<file path="config.mk">
export PLATFORM = sky130hd
export DESIGN_NAME = instr_prefetch_flat
export DESIGN_NICKNAME = d
export VERILOG_FILES = /design/src/rtl/instr_prefetch_if.sv /design/src/rtl/instr_prefetch.sv /design/src/flat_wrapper.sv
export SDC_FILE = /design/constraint.sdc
export NUM_CORES = 1
export LEC_CHECK = 0
export ABC_CLOCK_PERIOD_IN_PS = 5960
export BUFFER_PORTS_ARGS = -buffer_cell sky130_fd_sc_hd__buf_2
export CAP_MARGIN = 15
export CORE_MARGIN = 5
export CORE_UTILIZATION = 45
export DETAILED_ROUTE_END_ITERATION = 10
export GPL_TIMING_DRIVEN = 1
export PLACE_DENSITY = 0.76
export SLEW_MARGIN = 20
export SYNTH_ARGS = -nofsm -noshare
export SYNTH_HDL_FRONTEND = slang
export SYNTH_SLANG_ARGS = --single-unit
</file>
<file path="constraint.sdc">
create_clock -name Clk -period 5.96 [get_ports Clk]
set_input_delay 0.894 -clock Clk [delete_from_list [all_inputs] [get_ports Clk]]
set_output_delay 0.894 -clock Clk [all_outputs]
set_load 0.005 [all_outputs]
</file>
<file path="src/rtl/instr_prefetch_if.sv">
// -----------------------------------------------------------------------------
// instr_prefetch_if
//
// Purpose : Bundles the instruction prefetch stage's bus signals. The group
//           covers the ROM read port and the controller handshake.
//
// Modports:
//   master - the prefetch stage. It drives ROM_Rd/ROM_Addr and the
//            IR_Out/PC_Out/Avail results, and it receives ROM_Data and the
//            controller requests.
//   slave  - the environment: the ROM and the control unit.
//
// Signals:
//   Fetch    controller request to load the next instruction into IR
//   Jump     redirect the fetch stream to JumpAddr
//   JumpAddr jump target
//   Stall    inhibit new ROM reads
//   ROM_Rd   ROM read strobe
//   ROM_Addr ROM read address
//   ROM_Data ROM read data, valid the cycle after the sampling edge
//   IR_Out   instruction register
//   PC_Out   address of the instruction held in IR_Out
//   Avail    buffer non-empty, so a Fetch will be honoured
// -----------------------------------------------------------------------------
interface instr_prefetch_if #(
  parameter int AW = 5,
  parameter int IW = 16
);
  logic          Fetch;
  logic          Jump;
  logic [AW-1:0] JumpAddr;
  logic          Stall;
  logic          ROM_Rd;
  logic [AW-1:0] ROM_Addr;
  logic [IW-1:0] ROM_Data;
  logic [IW-1:0] IR_Out;
  logic [AW-1:0] PC_Out;
  logic          Avail;

  modport master (
    input  Fetch, Jump, JumpAddr, Stall, ROM_Data,
    output ROM_Rd, ROM_Addr, IR_Out, PC_Out, Avail
  );

  modport slave (
    output Fetch, Jump, JumpAddr, Stall, ROM_Data,
    input  ROM_Rd, ROM_Addr, IR_Out, PC_Out, Avail
  );
endinterface

</file>
<file path="src/rtl/instr_prefetch.sv">
// -----------------------------------------------------------------------------
// instr_prefetch
//
// Purpose : Instruction prefetch stage that sits between the instruction ROM
//           and the control unit.
//           - It reads ahead into a 2-entry buffer of {addr, instr} pairs.
//           - It loads IR_Out/PC_Out from the buffer head when Fetch is
//             requested.
//           - It redirects the stream on Jump. Jump flushes the buffer and
//             discards the read that is in flight.
//
// Ports:
//   Clk    system clock; every state change happens on the rising edge
//   Reset  synchronous, active-high
//   bus    instr_prefetch_if.master, which carries the ROM port
//          (ROM_Rd, ROM_Addr, ROM_Data) and the controller handshake
//          (Fetch, Jump, JumpAddr, Stall, IR_Out, PC_Out, Avail)
//
// ROM_Rd is combinational. ROM_Addr is the fetch PC register. Every other
// output is a register.
// -----------------------------------------------------------------------------
module instr_prefetch #(
  parameter int AW = 5,
  parameter int IW = 16
) (
  input  logic                Clk,
  input  logic                Reset,
  instr_prefetch_if.master    bus
);

  // ---------------------------------------------------------------------------
  // State
  // ---------------------------------------------------------------------------
  logic [AW-1:0] r_fetch_pc;    // next address to read from ROM
  logic [AW-1:0] r_tag;         // address of the read currently in flight
  logic          r_in_flight;   // a ROM read was issued on the last edge
  logic          r_squash;      // discard the return that follows a jump
  logic [1:0]    r_count;       // buffer occupancy, 0..2

  logic [AW-1:0] r_q_addr  [2]; // slot 0 is always the head
  logic [IW-1:0] r_q_instr [2];

  logic [IW-1:0] r_ir;
  logic [AW-1:0] r_pc;
  logic          r_avail;

  // ---------------------------------------------------------------------------
  // Per-cycle decisions
  // ---------------------------------------------------------------------------
  logic       w_rom_rd;
  logic       w_push;
  logic       w_pop;
  logic       w_wr_slot;
  logic [1:0] w_occupancy;
  logic [1:0] w_count_nxt;

  // The occupancy counts the entry that is still in flight. Credit from a pop
  // in this cycle is deliberately ignored, so issue looks only at the state
  // before the edge. This is what keeps the buffer from overflowing.
  assign w_occupancy = r_count + {1'b0, r_in_flight};
  assign w_rom_rd    = !Reset && !bus.Stall && !bus.Jump && (w_occupancy < 2'd2);

  // Jump has priority over both a returning read and a fetch.
  assign w_push = r_in_flight && !r_squash && !bus.Jump;
  assign w_pop  = bus.Fetch && (r_count != 2'd0) && !bus.Jump;

  // Choose the destination slot for the returning instruction.
  // - On a pop the entries shift down first, so the new entry lands one
  //   slot lower.
  // - Push without pop never happens at count 2, because of the issue rule.
  assign w_wr_slot = w_pop ? (r_count == 2'd2) : (r_count == 2'd1);

  // NOTE: every variable written in an always_comb gets a default first, so a
  // path that misses an assignment cannot infer a latch.
  always_comb begin
    w_count_nxt = r_count;
    if (bus.Jump) begin
      w_count_nxt = 2'd0;
    end else if (w_push && !w_pop) begin
      w_count_nxt = r_count + 2'd1;
    end else if (w_pop && !w_push) begin
      w_count_nxt = r_count - 2'd1;
    end
  end

  // ---------------------------------------------------------------------------
  // Control registers
  // ---------------------------------------------------------------------------
  // NOTE: sequential state uses non-blocking assignments only. All registers
  // then sample the values from before the edge, whatever order the
  // statements are written in.
  always_ff @(posedge Clk) begin
    if (Reset) begin
      r_fetch_pc  <= '0;
      r_tag       <= '0;
      r_in_flight <= 1'b0;
      r_squash    <= 1'b0;
      r_count     <= 2'd0;
      r_ir        <= '0;
      r_pc        <= '0;
      r_avail     <= 1'b0;
    end else begin
      r_in_flight <= w_rom_rd;
      r_squash    <= bus.Jump && r_in_flight;
      r_count     <= w_count_nxt;
      // Avail is a register, so it never depends combinationally on the
      // inputs of this cycle.
      r_avail     <= (w_count_nxt != 2'd0);

      if (w_rom_rd) begin
        r_tag <= r_fetch_pc;
      end

      // The PC wraps naturally modulo 2^AW.
      if (bus.Jump) begin
        r_fetch_pc <= bus.JumpAddr;
      end else if (w_rom_rd) begin
        r_fetch_pc <= r_fetch_pc + AW'(1);
      end

      if (w_pop) begin
        r_ir <= r_q_instr[0];
        r_pc <= r_q_addr[0];
      end
    end
  end

  // ---------------------------------------------------------------------------
  // Buffer storage
  // ---------------------------------------------------------------------------
  // NOTE: the storage array has no reset. r_count alone decides which slots
  // are valid, so stale contents are never observed.
  //
  // If a pop shifts the entries and a push writes the same slot on the same
  // edge, the push wins. It is the later assignment.
  always_ff @(posedge Clk) begin
    if (w_pop) begin
      r_q_addr[0]  <= r_q_addr[1];
      r_q_instr[0] <= r_q_instr[1];
    end
    if (w_push) begin
      r_q_addr[w_wr_slot]  <= r_tag;
      r_q_instr[w_wr_slot] <= bus.ROM_Data;
    end
  end

  // ---------------------------------------------------------------------------
  // Outputs
  // ---------------------------------------------------------------------------
  assign bus.ROM_Rd   = w_rom_rd;
  assign bus.ROM_Addr = r_fetch_pc;
  assign bus.IR_Out   = r_ir;
  assign bus.PC_Out   = r_pc;
  assign bus.Avail    = r_avail;

endmodule
</file>
<file path="src/flat_wrapper.sv">
// flat-port wrapper written by rule: the top's interface ports become plain ports
module instr_prefetch_flat 
#(
  parameter int AW = 5,
  parameter int IW = 16
)
  (Clk, Reset, bus_Fetch, bus_Jump, bus_JumpAddr, bus_Stall, bus_ROM_Data, bus_ROM_Rd, bus_ROM_Addr, bus_IR_Out, bus_PC_Out, bus_Avail);
  instr_prefetch_if #(.AW(AW), .IW(IW)) bus_i ();
  input  logic Clk;
  input  logic Reset;
  input wire logic [$bits(bus_i.Fetch)-1:0] bus_Fetch;
  input wire logic [$bits(bus_i.Jump)-1:0] bus_Jump;
  input wire logic [$bits(bus_i.JumpAddr)-1:0] bus_JumpAddr;
  input wire logic [$bits(bus_i.Stall)-1:0] bus_Stall;
  input wire logic [$bits(bus_i.ROM_Data)-1:0] bus_ROM_Data;
  output wire logic [$bits(bus_i.ROM_Rd)-1:0] bus_ROM_Rd;
  output wire logic [$bits(bus_i.ROM_Addr)-1:0] bus_ROM_Addr;
  output wire logic [$bits(bus_i.IR_Out)-1:0] bus_IR_Out;
  output wire logic [$bits(bus_i.PC_Out)-1:0] bus_PC_Out;
  output wire logic [$bits(bus_i.Avail)-1:0] bus_Avail;
  assign bus_i.Fetch = bus_Fetch;
  assign bus_i.Jump = bus_Jump;
  assign bus_i.JumpAddr = bus_JumpAddr;
  assign bus_i.Stall = bus_Stall;
  assign bus_i.ROM_Data = bus_ROM_Data;
  assign bus_ROM_Rd = bus_i.ROM_Rd;
  assign bus_ROM_Addr = bus_i.ROM_Addr;
  assign bus_IR_Out = bus_i.IR_Out;
  assign bus_PC_Out = bus_i.PC_Out;
  assign bus_Avail = bus_i.Avail;
  instr_prefetch #(.AW(AW), .IW(IW)) u_core (.Clk(Clk), .Reset(Reset), .bus(bus_i));
endmodule
</file>
# Yosys cells after proc, flatten, opt, wreduce, memory -nomap -nowiden
# Memories as Yosys holds them, arrays and structs flattened. A register that Yosys moved wholly into a read port is not among the register bits.
# Index checks and enable logic that the tools add are counted.
# Widths: inputs -> output; s select.
dict set report classes {
  addsub 4
  order_cmp 1
  eq_ne 2
  mux 10
  n_reduce_logical 19
}
# op n
set op_table {}
lappend op_table {{$logic_and 1x1->1} 10}
lappend op_table {{$mux 5} 2}
lappend op_table {{$logic_not 1->1} 6}
lappend op_table {{$mux 2} 3}
lappend op_table {{$reduce_bool 2->1} 3}
lappend op_table {{$add 5x1->5 const B} 1}
lappend op_table {{$mux 1} 5}
lappend op_table {{$add 2x1->2} 1}
lappend op_table {{$add 2x1->2 const B} 1}
lappend op_table {{$eq 2x1->1 const B} 1}
lappend op_table {{$eq 2x2->1 const B} 1}
lappend op_table {{$lt 2x2->1 const B} 1}
lappend op_table {{$sub 2x1->2 const B} 1}
dict set report word_totals {
  ff_bits 15
  mem_bits_rw 42
  inputBits 26
  output_inout_bits 28
  elab_cells 44
  memories 2
}
# name depth width read_ports rd_ports_with_merged_regs wr line_no
set mem_list {}
lappend mem_list {u_core.r_q_instr 2 16 2 1 2 instr_prefetch.sv:41} ;# logic [IW-1:0] r_q_instr [2];
lappend mem_list {u_core.r_q_addr 2 5 2 1 2 instr_prefetch.sv:40} ;# logic [AW-1:0] r_q_addr [2];

# Longest topological paths before layout
# Gate-level depths: netlist of run 1.
dict set report logic_depth {
  depth_word 9
  mapped_depth 7
  ltp_nobuf 6
}

# Least setup slack after synthesis of run 1
# No wires, ideal clock.
dict set report synth_path {
  kind {input -> register}
  startpoint {input bus_Jump}
  endpoint {memory u_core.r_q_addr[1][0] (enable)}
  setup_time_ps 425
  t_arrival_ps 2797
  required_ps 5535
  slack_ps 2737
  stages 4
  path_cell_list {buf_6 -> nor2_1 -> mux2i_1 -> nor3_1}
}
# item line_no
set synth_lines {}
lappend synth_lines {{start: declaration} flat_wrapper.sv:12} ;# input wire logic [$bits(bus_i.Jump)-1:0] bus_Jump;
lappend synth_lines {{end: declaration} instr_prefetch.sv:40}

# Final worst setup path of run 1
dict set report layout_path {
  startpoint {input Reset}
  endpoint {output bus_ROM_Rd}
}
dict set report layout_via {
  elab_chain_cells 4
}
# item line_no
set layout_rtl {}
lappend layout_rtl {{start: declaration} flat_wrapper.sv:10} ;# input logic Reset;
lappend layout_rtl {{$logic_not 1->1} instr_prefetch.sv:61} ;# assign w_rom_rd = !Reset && !bus.Stall && !bus.Jump && (w_occupancy < 2'd2);
lappend layout_rtl {{$logic_and 1x1->1 (3 in series)} instr_prefetch.sv:61}
lappend layout_rtl {{end: declaration} flat_wrapper.sv:16} ;# output wire logic [$bits(bus_i.ROM_Rd)-1:0] bus_ROM_Rd;
# Every way passes these cells.

==> reports/metrics.yaml, run 1 <==
run_status: "finished, final reports clean"
crit_slowest_cell: "or3_1"
cts_root_buf: "clkbuf_8"
share_seq_of_total_power_pct: 57.0
hold_viol: 0
clk_pin_slew_worst_paths_ps: 80
avgRoutedWirePerCell_um: 14.1
grt_pass1_wl_um: 9280
sw_frac_of_total_pct: 22.7
cp-start-kind: "input pin"
die_h_um: 92.6
drtIter0Drc: 119
skew_ps: 11.3
vdd_drop_max_v: 0.000161
rsz0062_at_grt: "false"
grt_usage_pct: 14.0
grt_pass1_vias: 1974
max_cap_violations: 0
clockBufferDepth: 2
dieArea_um2: 8570
pwr-share-clk_pct: 36.9
finalCritPeriodShare_pct: 53.1
slew-limit-headroom_pct: 32.1
setup-tns-final_ps: 0
die_x_um: 92.6
grt_start_max_net_pins: 37
worstSetupPathType: "in2out"
post_cts_buffers: 0
synth_top_area_share_pct: 41.1
row_count: 30
arrival_ps: 2270
start_util_pct: 45.6
yosysTopAreaCell: "edfxtp_1"
power_frac_comb_pct: 6.1
critical_path_required_ps: 5070
p_switching_w: 0.000233
synth_area_leaders: "edfxtp_1 (41%), dfxtp_1 (24%), mux2_2 (7.7%), nand2_1 (6.5%), a21oi_1 (3.6%)"
path_cells: "buf_2, or3_1, or3_1, clkinv_4, buf_2"
syn-instance-count: 248
clk_latency_ps: 350
slowest_delay_ps: 460
synth.avg_cell_area_um2: 12.4
wl_um: 5460
drive_above_1_share_pct: 33.3
n_antenna_cell: 0
ctsResizeCount: 0
h-tree-depth: 3
drt.antenna.violating_nets: 0
cts_tree: "built"
ys_types: 35
port_buffers: 53
p_leak_nw: 1.34
async_flop_share_pct: 0
cts_hold_buf: 0
drtPass1Iterations: 4
synth_seq_cells: 78
numCtsBuffers: 9
ys.flop_type: "edfxtp_1"
finalNonFillerCells: 386
slew_viol_final: 0
p_int_w: 0.000795
antenna_found_initial: 0
cellPowerDensity_nw_per_um2: 286
syn_nets: 278
cts_sinks: 78
num_vias: 1967
drc: 0
gp_congestion: 0.719
io_pins: 54
end_kind: "output pin"
synth_area_um2: 3070
layout_min_cycle_time_ps: 3160
synth-edff-count: 42
yosys_warnings: 0
dp_cells: 370
area_growth_pct: 17.0
hold_path.class: "reg2reg"
ys_seq_area_share_pct: 64.6
nets: 331
worst-path-max-fanout: 36
worst_pin_slew_ps: 1020
grt_overflow: 0
fmax_ghz: 0.316
via_per_inst: 5.10
setup_viol: 0
core_region_area_um2: 6720
place_hpwl_um: 3720
-- cells in the final DEF (no fill, tap or decap), types with 2 or more instances in the layout --
cell type	n
mux2i_1	3
inv_6	2
nor3_1	3
nand3_1	2
mux2_2	21
nor2_1	7
a21oi_2	4
ha_1	4
edfxtp_1	42
inv_1	4
a211oi_1	5
buf_4	2
clkbuf_8	10
or3_1	3
buf_2	53
nor4_1	2
a21oi_1	22
nand2_1	53
dfxtp_1	36
xnor2_1	5
-- critical path, delay by kind of cell --
family	cells	cell delay (ps)
buffers and inverters	3	530
and+or+nand+nor	2	840
-- final cells by class --
class	count	area (µm²)
inverters	5	23.8
flip-flops and latches	78	1980
fillers	598	3130
multi-input cells	152	1000
clock buffers	11	163
well taps	80	100
repair buffers	55	280
clock inverters	5	36.3
-- per-stage QoR --
step	area [µm²]	hold slack, ps	utilization, %	worst slack (ps)	power [W]
floorplan	3070	424	-	2740	0.000637
global placement	3390	443	50.4	2800	0.000659
detailed placement	3390	443	50.4	2780	0.000661
CTS	3590	456	53.4	2780	0.00104
global route	3590	473	53.4	2690	0.00108
finish	3590	454	53.4	2800	0.00103
-- worst paths after layout --
kind / depth (start not counted) / start / end / slack (ps)
worst max-delay path: 5 / Reset / bus_ROM_Rd / 2800
worst max register to register: 7 / u_core.r_count[0] / u_core.r_q_addr[1][4] / 3420
worst min-delay path: 2 / u_core.bus.IR_Out[14] / u_core.bus.IR_Out[14] / 450
worst min register to register: 2 / u_core.bus.IR_Out[14] / u_core.bus.IR_Out[14] / 450
-- flip-flops by register name, indices dropped and copies added (netlist names) --
register	cells
u_core.bus.Avail	1
u_core.bus.PC_Out	5
u_core.r_q_addr	10
u_core.r_in_flight	1
u_core.r_squash	1
u_core.r_tag	5
u_core.r_q_instr	32
u_core.bus.ROM_Addr	5
u_core.bus.IR_Out	16
u_core.r_count	2
-- routing by layer --
layer | routed length (µm) | global-route usage, % | vias to the layer above
li1 | - | - | 984
met5 | 0 | 0 | -
met1 | 2350 | 16.3 | 926
met2 | 2640 | 23.0 | 53
met3 | 397 | 6.26 | 4
met4 | 65 | 4.83 | 0
-- synthesized netlist by cell type, types with 4 or more instances --
cell / count
a21oi_1: 22
edfxtp_1: 42
nor2_1: 8
buf_6: 4
clkbuf_1: 9
nand2_1: 53
xnor2_1: 5
a21oi_2: 4
ha_1: 4
dfxtp_1: 36
nor3_1: 4
a211oi_1: 5
mux2_2: 21
inv_1: 4
-- logic make-up (layout without fill, tap and decap cells) --
| group | after synthesis | count (layout) | share of synthesized area, % |
|---|---|---|---|
| simple gates | 80 | 80 | 11.6 |
| compound gates | 38 | 38 | 8.36 |
| flops | 78 | 78 | 64.6 |
| mux | 24 | 24 | 8.69 |
| xor+xnor | 6 | 6 | 1.71 |
| buf+inv | 18 | 76 | 3.35 |
| fa+ha+maj | 4 | 4 | 1.63 |
-- power groups by stage --
stage / logic, W / registers (W) / clock network (W)
final: 0.0000630 / 0.000585 / 0.000379
after global placement: 0.0000616 / 0.000597 / 0
after detailed placement: 0.0000631 / 0.000598 / 0
after floorplan: 0.0000403 / 0.000597 / 0
after global routing: 0.0000708 / 0.000587 / 0.000419
after CTS: 0.0000638 / 0.000585 / 0.000390
Note: power is estimated with default switching activity, not from simulation.
==> run 2: changes to the inputs <==
--- a/config.mk
+++ b/config.mk
@@ -5,7 +5,7 @@
 export SDC_FILE = /design/constraint.sdc
 export NUM_CORES = 1
 export LEC_CHECK = 0
-export ABC_CLOCK_PERIOD_IN_PS = 5960
+export ABC_CLOCK_PERIOD_IN_PS = 3300
 export BUFFER_PORTS_ARGS = -buffer_cell sky130_fd_sc_hd__buf_2
 export CAP_MARGIN = 15
 export CORE_MARGIN = 5
==> constraint.sdc (replaced) <==
create_clock -name Clk -period 3.3 [get_ports Clk]
set_input_delay 0.495 -clock Clk [delete_from_list [all_inputs] [get_ports Clk]]
set_output_delay 0.495 -clock Clk [all_outputs]
set_load 0.005 [all_outputs]
==> reports/metrics.yaml, run 2 (synthesized netlist as in run 1, its figures left out) <==
final_cell_area_um2: 3650  # +1.7%
cts_sinks: 78  # unchanged
ctsResizeCount: 0  # unchanged
core_region_area_um2: 6720  # unchanged
io_pins: 54  # unchanged
largest_reg_flops: 32  # unchanged
vdd_drop_max_v: 0.000262  # +63%
p_leak_nw: 1.37  # +2.5%
finalCritPeriodShare_pct: 74.7
die_x_um: 92.6  # unchanged
gp_congestion: 0.713  # -0.81%
grt_start_max_net_pins: 36  # -2.7%
cts_root_buf: "clkbuf_8"
drtPass1Iterations: 4  # unchanged
cp-start-kind: "flip-flop"
start_util_pct: 45.6  # unchanged
hold_viol: 0  # unchanged
clk_pin_slew_worst_paths_ps: 80  # about the same
dp_cells: 373  # +0.81%
setup-tns-final_ps: 0  # unchanged
setup_viol: 0  # unchanged
post_dp_cell_area_um2: 3410  # +0.66%
worstSetupPathType: "reg2out"
grt_overflow: 0  # unchanged
drt.antenna.violating_nets: 0  # unchanged
largest_register: "u_core.r_q_instr"
arrival_ps: 1970  # -300 ps
wl_um: 5810  # +6.5%
post_cts_buffers: 0  # unchanged
final_core_util_pct: 54.3  # +0.89 points
grt_pass1_wl_um: 9400  # +1.3%
skew_ps: 5.66  # -5.62 ps
drtIter0Drc: 54  # -55%
die_h_um: 92.6  # unchanged
run_status: "finished, final reports clean"
critical_path_required_ps: 2800  # -2270 ps
nets: 334  # +0.91%
dieArea_um2: 8570  # unchanged
slew-limit-headroom_pct: 29.3  # -2.7 points
finalNonFillerCells: 389  # +0.78%
final_cell_mix: "nand2_1 (53), buf_2 (53), edfxtp_1 (42)"
port_buffers: 53  # unchanged
worst-path-max-fanout: 7  # -81%
clockBufferDepth: 2  # unchanged
area_growth_pct: 19.0
h-tree-depth: 3  # unchanged
place_hpwl_um: 3860  # +3.7%
num_vias: 1993  # +1.3%
via_per_inst: 5.12  # +0.54%
cts_tree: "built"
grt_pass1_vias: 1969  # -0.25%
worst_pin_slew_ps: 1060  # +41.2 ps
drc: 0  # unchanged
slew_viol_final: 0  # unchanged
holdWs_ps: 343  # -112 ps
row_count: 30  # unchanged
hold_path.class: "in2reg"
antenna_found_initial: 0  # unchanged
numCtsBuffers: 9  # unchanged
cts_hold_buf: 0  # unchanged
max_cap_violations: 0  # unchanged
fmax_ghz: 0.406
rsz0062_at_grt: "false"
n_antenna_cell: 0  # unchanged
grt_usage_pct: 14.1  # +0.082 points
cellPowerDensity_nw_per_um2: 552  # +93%
clk_latency_ps: 340  # about the same
drive_above_1_share_pct: 33.7  # +0.32 points
end_kind: "output pin"
layout_min_cycle_time_ps: 2470
avgRoutedWirePerCell_um: 14.9  # +5.7%
-- run 2: final timing paths --
path              cells past startpoint            startpoint  slack, ps                 endpoint
hold / removal                        1      bus_ROM_Data[11]        340  u_core.r_q_instr[1][11]
hold reg to reg                       2  u_core.bus.IR_Out[9]        450     u_core.bus.IR_Out[9]
setup reg to reg                      7     u_core.r_count[0]        920    u_core.r_q_addr[0][1]
setup / recovery                      4     u_core.r_count[1]        830               bus_ROM_Rd
-- run 2: routing by layer --
metal  up-vias  routed length (µm)  track usage (%)
li1        992                   -                -
met1       951                2480             16.7
met2        46                2890             23.9
met3         4                 386             5.12
met4         0                  56             4.46
met5         -                   0                0
-- run 2: per-stage QoR --
step / setup slack (ps) / power, W
after global placement: 1030 / 0.00119
after global routing: 734 / 0.00210
final: 835 / 0.00202
after detailed placement: 951 / 0.00120
after floorplan: 293 / 0.00115
after CTS: 838 / 0.00204
-- run 2: final cells by class --
| class | count | area, µm² |
|---|---|---|
| clock inverter | 6 | 109 |
| fill | 601 | 3070 |
| tap | 80 | 100 |
| inverter | 5 | 23.8 |
| clock buffer | 10 | 128 |
| multi-input combinational | 152 | 1000 |
| sequential | 78 | 1980 |
| timing repair buffer | 58 | 303 |
-- run 2: worst max-delay path: stages (launching register included) --
cell	delay [ps]
dfxtp_1	410
a21boi_0	570
or3_1	400
clkinv_4	110
buf_2	150
-- run 2: power breakdown --
group | internal [W] | switching, W | total (W) | leakage, nW
sequential | 0.00104 | 0.0000144 | 0.00106 | 0.672
clock | 0.000503 | 0.000338 | 0.000841 | 0.121
combinational | 0.0000509 | 0.0000668 | 0.000118 | 0.582
total | 0.00160 | 0.000419 | 0.00202 | 1.37
